File: config.mk
export PLATFORM = sky130hd
export DESIGN_NAME = i2c_target_rx
export DESIGN_NICKNAME = d
export VERILOG_FILES = /design/src/rtl/i2c_target_rx.sv
export SDC_FILE = /design/constraint.sdc
export NUM_CORES = 1
export LEC_CHECK = 0
export ABC_CLOCK_PERIOD_IN_PS = 1790
export CORE_MARGIN = 8
export CORE_UTILIZATION = 49
export DETAILED_ROUTE_END_ITERATION = 10
export PLACE_DENSITY = 0.74
export SYNTH_ARGS = -nofsm -noshare
export SYNTH_HDL_FRONTEND = slang
export SYNTH_SLANG_ARGS = --single-unit
File: constraint.sdc
create_clock -name CLK_IN -period 1.79 [get_ports CLK_IN]
set_input_delay 0.358 -clock CLK_IN [delete_from_list [all_inputs] [get_ports CLK_IN]]
set_output_delay 0.358 -clock CLK_IN [all_outputs]
set_load 0.02 [all_outputs]
File: src/rtl/i2c_target_rx.sv
// rtl/i2c_target_rx.sv - write-only I2C target receiver with address match and byte delivery
//
// Oversamples SCL/SDA on CLK_IN, detects START/STOP, matches a 7-bit address
// (R/W must be 0), ACKs by pulling SDA low and hands each received data byte
// to the fabric. A byte the consumer cannot take is NACKed and dropped.
//
// Optional build macro: I2C_RX_GENCALL_EN - when defined, the address byte
// 8'h00 (general call) is accepted exactly like ADDR.
//
// Ports:
//   CLK_IN    system clock, rising edge
//   RST_N     asynchronous active-low reset
//   SCL_IN    bus SCL (asynchronous)
//   SDA_IN    bus SDA (asynchronous)
//   SDA_OE    1 = pull SDA low via external open-drain pad
//   RX_READY  consumer can accept a byte, sampled at each data ACK decision
//   RX_DATA   last accepted byte, held until the next accepted byte
//   RX_VALID  one-cycle pulse when RX_DATA updates
//   ADDR_HIT  one-cycle pulse on address match with R/W=0
//   STOP_DET  one-cycle pulse on STOP while BUSY
//   BUSY      high from address match until STOP or a missing repeated START

module i2c_target_rx #(
    parameter logic [6:0] ADDR = 7'h42
) (
    input  logic       CLK_IN,
    input  logic       RST_N,
    input  logic       SCL_IN,
    input  logic       SDA_IN,
    output logic       SDA_OE,
    input  logic       RX_READY,
    output logic [7:0] RX_DATA,
    output logic       RX_VALID,
    output logic       ADDR_HIT,
    output logic       STOP_DET,
    output logic       BUSY
);

    typedef enum logic [2:0] {
        ST_IDLE,
        ST_ADDR,
        ST_ADDR_ACK,
        ST_DATA,
        ST_DATA_ACK,
        ST_WAIT_STOP
    } state_t;

    state_t     state;
    logic [3:0] bit_cnt;
    logic [7:0] shreg;

    // Synchronizers and one-sample history; all reset to 1 (idle bus).
    logic scl_s1, scl_s2, scl_d;
    logic sda_s1, sda_s2, sda_d;

    always_ff @(posedge CLK_IN or negedge RST_N) begin
        if (!RST_N) begin
            scl_s1 <= 1'b1;
            scl_s2 <= 1'b1;
            scl_d  <= 1'b1;
            sda_s1 <= 1'b1;
            sda_s2 <= 1'b1;
            sda_d  <= 1'b1;
        end else begin
            scl_s1 <= SCL_IN;
            scl_s2 <= scl_s1;
            scl_d  <= scl_s2;
            sda_s1 <= SDA_IN;
            sda_s2 <= sda_s1;
            sda_d  <= sda_s2;
        end
    end

    // START/STOP need SCL high in both samples, so an SDA change that lands
    // in the same sample as an SCL edge is treated as an ordinary data change.
    logic scl_high_stable;
    logic start_evt, stop_evt, scl_rise, scl_fall;

    assign scl_high_stable = scl_s2 & scl_d;
    assign start_evt       = scl_high_stable & sda_d & ~sda_s2;
    assign stop_evt        = scl_high_stable & ~sda_d & sda_s2;
    assign scl_rise        = scl_s2 & ~scl_d;
    assign scl_fall        = ~scl_s2 & scl_d;

    // Address byte decode: own address with write direction, optionally
    // the general-call byte.
    logic gencall_hit;
    logic addr_match;

`ifdef I2C_RX_GENCALL_EN
    assign gencall_hit = (shreg == 8'h00);
`else
    assign gencall_hit = 1'b0;
`endif

    assign addr_match = ((shreg[7:1] == ADDR) && !shreg[0]) || gencall_hit;

    // The 8th bit has been shifted in and SCL has just dropped: this is the
    // moment to drive (or withhold) the ACK for the following 9th clock.
    logic byte_done;
    assign byte_done = scl_fall && (bit_cnt == 4'd8);

    // Shift one bit per SCL rise until eight bits are collected.
    logic shift_en;
    assign shift_en = scl_rise && (bit_cnt != 4'd8);

    always_ff @(posedge CLK_IN or negedge RST_N) begin
        if (!RST_N) begin
            state    <= ST_IDLE;
            bit_cnt  <= 4'd0;
            shreg    <= 8'h00;
            SDA_OE   <= 1'b0;
            RX_DATA  <= 8'h00;
            RX_VALID <= 1'b0;
            ADDR_HIT <= 1'b0;
            STOP_DET <= 1'b0;
            BUSY     <= 1'b0;
        end else begin
            RX_VALID <= 1'b0;
            ADDR_HIT <= 1'b0;
            STOP_DET <= 1'b0;

            if (stop_evt) begin
                state    <= ST_IDLE;
                bit_cnt  <= 4'd0;
                SDA_OE   <= 1'b0;
                BUSY     <= 1'b0;
                STOP_DET <= BUSY;
            end else if (start_evt) begin
                // Also the repeated-START path: BUSY is kept until the new
                // address byte decides whether we are still addressed.
                state   <= ST_ADDR;
                bit_cnt <= 4'd0;
                SDA_OE  <= 1'b0;
            end else begin
                case (state)
                    ST_IDLE: begin
                        SDA_OE <= 1'b0;
                    end

                    ST_ADDR: begin
                        if (shift_en) begin
                            shreg   <= {shreg[6:0], sda_s2};
                            bit_cnt <= bit_cnt + 4'd1;
                        end else if (byte_done) begin
                            bit_cnt <= 4'd0;
                            if (addr_match) begin
                                SDA_OE   <= 1'b1;
                                ADDR_HIT <= 1'b1;
                                BUSY     <= 1'b1;
                                state    <= ST_ADDR_ACK;
                            end else begin
                                SDA_OE <= 1'b0;
                                BUSY   <= 1'b0;
                                state  <= ST_WAIT_STOP;
                            end
                        end
                    end

                    ST_ADDR_ACK, ST_DATA_ACK: begin
                        // ACK is held through the whole 9th clock and released
                        // on its falling edge.
                        if (scl_fall) begin
                            SDA_OE  <= 1'b0;
                            bit_cnt <= 4'd0;
                            state   <= ST_DATA;
                        end
                    end

                    ST_DATA: begin
                        if (shift_en) begin
                            shreg   <= {shreg[6:0], sda_s2};
                            bit_cnt <= bit_cnt + 4'd1;
                        end else if (byte_done) begin
                            bit_cnt <= 4'd0;
                            if (RX_READY) begin
                                RX_DATA  <= shreg;
                                RX_VALID <= 1'b1;
                                SDA_OE   <= 1'b1;
                                state    <= ST_DATA_ACK;
                            end else begin
                                SDA_OE <= 1'b0;
                                state  <= ST_WAIT_STOP;
                            end
                        end
                    end

                    ST_WAIT_STOP: begin
                        SDA_OE <= 1'b0;
                    end

                    default: begin
                        state  <= ST_IDLE;
                        SDA_OE <= 1'b0;
                    end
                endcase
            end
        end
    end

endmodule

==> flow_summary.yaml <==
setup_path:
  end_kind: "flip-flop"
  cp_top_family: "simple AND/OR/NAND/NOR gates"
  rr_worst_depth: 6
  reg2reg_to: "state[1]"
  critPathSlowestCell: "or4_4"
  arrival_ps: 2020
  r2r-start: "bit_cnt[1]"
  worstPathMaxFanout: 6
  path_buf_inv: 1
  start_kind: "flip-flop"
  path_class: "flip-flop to flip-flop"
  cp_cell_sequence: "inv_1 > ha_4 > nand3b_4 > or2_4 > or4_4 > a21oi_2"
  slowest_delay_ps: 510
  crit_required_ps: 2070
  r2r_slack_ps: 60
power_and_ir_drop:
  irDropWorstVdd_mv: 0.563
  leakage_uw: 0.000858
  p_per_area_nw_per_um2: 1150
global_route:
  grt_pass1_wl_um: 5000
  grt_pass1_vias: 1119
  grt_use_total_pct: 12.3
  grt_antenna_before_repair: 0
  grt_overflow_total: 0
  grt_max_degree: 35
place:
  placed_area_um2: 1810
  pre_cts_slack_ps: -51.9
  place_hpwl_um: 2070
  io_buffers: 17
  dp.cells: 197
  gp_congestion: 0.925
layout:
  nets: 169
  finalInstanceArea_um2: 1900
  final_util_pct: 62.4
  antennaDiodeCount: 0
  drive_gt1_share_pct: 25.2
  instances_no_fill: 207
  syn_to_final_growth_pct: 22.2
  fill_cells: 278
  final_common_cell: "nand2_1"
  final_cell_mix: "nand2_1 (29), dfrtp_1 (28), clkdlybuf4s50_1 (17)"
floorplanning:
  io_pins: 18
  fp-row-count: 20
  die_w_um: 72.4
  fp.dieH_um: 72.4
  dieArea_um2: 5240
  core_area_um2: 3050
  initial_core_util_pct: 51.1
synthesis:
  syn_nets: 141
  ys_top_cells_by_area: "dfrtp_1 (45%), dfstp_2 (10%), nand2_1 (7.0%)"
  synth_top_area_share_pct: 44.9
  synth_seq_cells: 34
  synth_area_per_cell_um2: 11.6
  yosysTopAreaCell: "dfrtp_1"
  synthesis.area_um2: 1560
  synth-warning-count: 0
  seq_area_frac_synth_pct: 55.1
  syn_inst: 134
  yosysUniqueCellTypes: 40
clock_network:
  htreeDepth: 2
  hold_buffers: 0
  cts_buffers: 5
  clk_latency_ps: 340
  cts_tree: "built"
  cts_max_path_buffers: 2
  clock_sinks: 34
  clk_pin_slew_ps: 110
  cts-root-buf: "clkbuf_4"
routing:
  firstDrtPassIters: 4
  viasPerCell: 5.25
  wl_per_cell_um: 14.5
  final_antenna_net_count: 0
  wl_um: 3000
  drt-initial-drc-count: 90
  drc: 0
  vias: 1087
timing:
  hold_viol_final: 0
  finalMaxSlewViolations: 0
  fmax_mhz: 577
  fin_crit_sh_pct: 96.9
  clock_skew_ps: 6.78
  tightestPinTransition_ps: 417
  setup_tns_ps: 0
  slew_headroom_pct: 72.2
  setup_viol: 0
  rsz0062_at_grt: "false"
  finalCriticalPeriod_ps: 1730
  fin_ws_ps: 56.1
run_status:
  status: "finished clean"
min_path:
  hold_path.class: "flip-flop to flip-flop"
  worstHoldStart: "scl_s1"
  hold_end: "scl_s2"
  worstHoldPathCells: 0
flow_run:
  timing.max_cap.violations: 0
==> sequential cells by signal, summed over array words and instances, names as in the netlist, 3 cells and up <==
| signal | cells |
|---|---|
| RX_DATA | 8 |
| shreg | 8 |
| bit_cnt | 4 |
| state | 3 |
==> where the power goes <==
| group | switching [µW] | internal [µW] |
|---|---|---|
| Combinational | 325 | 325 |
| Sequential | 189 | 896 |
| Clock | 261 | 189 |
==> per-stage QoR <==
step | total power, µW | hold slack (ps)
finish | 2180 | 360
global route | 2320 | 367
CTS | 2160 | 362
detailed placement | 1700 | 347
global placement | 1670 | 345
floorplan | 1510 | 62.4
==> worst max-delay path by stage <==
stage | from | end | slack [ps] | cells past startpoint
6_report | bit_cnt[1] | state[1] | 60 | 6
5_1_grt | bit_cnt[1] | state[1] | 4 | 6
2_1_floorplan | bit_cnt[0] | state[1] | 130 | 6
3_3_place_gp | RX_READY | RX_DATA[3] | 4 | 4
4_1_cts | bit_cnt[0] | RX_DATA[0] | 7 | 6
3_5_place_dp | RX_READY | RX_DATA[0] | -50 | 4
==> cell type report <==
class                   count  area (µm²)  area share, %
inverters                   5        18.8          0.986
multi-input cells          92         686           36.0
repair buffers             24         223           11.7
well taps                  44        55.1           2.89
clock buffers               6        51.3           2.69
clock inverters             2        12.5          0.657
flip-flops and latches     34         858           45.1
==> metal layers <==
| metal | up-vias | wire length [µm] | track usage [%] |
|---|---|---|---|
| li1 | 528 | - | - |
| met2 | 24 | 1400 | 19.5 |
| met4 | 0 | 79 | 8.22 |
| met5 | - | 0 | 0 |
| met1 | 528 | 1360 | 13.4 |
| met3 | 7 | 166 | 4.82 |
==> synthesized netlist by cell type <==
| cell type | instances |
|---|---|
| a22o_1 | 2 |
| a31oi_1 | 1 |
| nor2b_1 | 3 |
| nand2b_4 | 1 |
| buf_2 | 3 |
| mux2i_1 | 1 |
| nor4b_4 | 2 |
| o22ai_1 | 1 |
| nand3b_4 | 1 |
| mux2_2 | 8 |
| or4_4 | 1 |
| nor3b_1 | 1 |
| a221o_1 | 1 |
| nor3_1 | 1 |
| nand4b_1 | 4 |
| nand2b_1 | 3 |
| a311oi_1 | 2 |
| a21oi_1 | 2 |
| ha_1 | 2 |
| o221ai_1 | 1 |
| dfrtp_1 | 28 |
| xnor2_1 | 3 |
| o311ai_0 | 1 |
| nand2_1 | 29 |
| and4b_1 | 1 |
| o31a_1 | 1 |
| or2_4 | 1 |
| nor2_1 | 4 |
| dfstp_2 | 6 |
| o21ai_0 | 4 |
| a211oi_1 | 2 |
| inv_1 | 5 |
| clkbuf_1 | 1 |
| nand3_1 | 1 |
| a2bb2oi_1 | 1 |
| nand3b_1 | 1 |
| a211oi_2 | 1 |
| or3_1 | 1 |
| mux2_1 | 1 |
| nor2_4 | 1 |
==> kinds of logic after synthesis <==
| family | Yosys count | synth area share (%) |
|---|---|---|
| adders and majority gates | 2 | 1.60 |
| buffers and inverters | 9 | 2.41 |
| and+or+nand+nor | 56 | 22.5 |
| xor gates and xnor gates | 3 | 1.69 |
| AOI/OAI and AO/OA | 20 | 9.63 |
| DFF | 34 | 55.1 |
| muxes | 10 | 7.14 |
==> repair_timing <==
action / CTS / global route
endpoints found under the setup margin: 0 / 9
setup buffers: 0 / 1
resized for setup: 0 / 4
No activity file was read; power rests on OpenSTA's default activity.
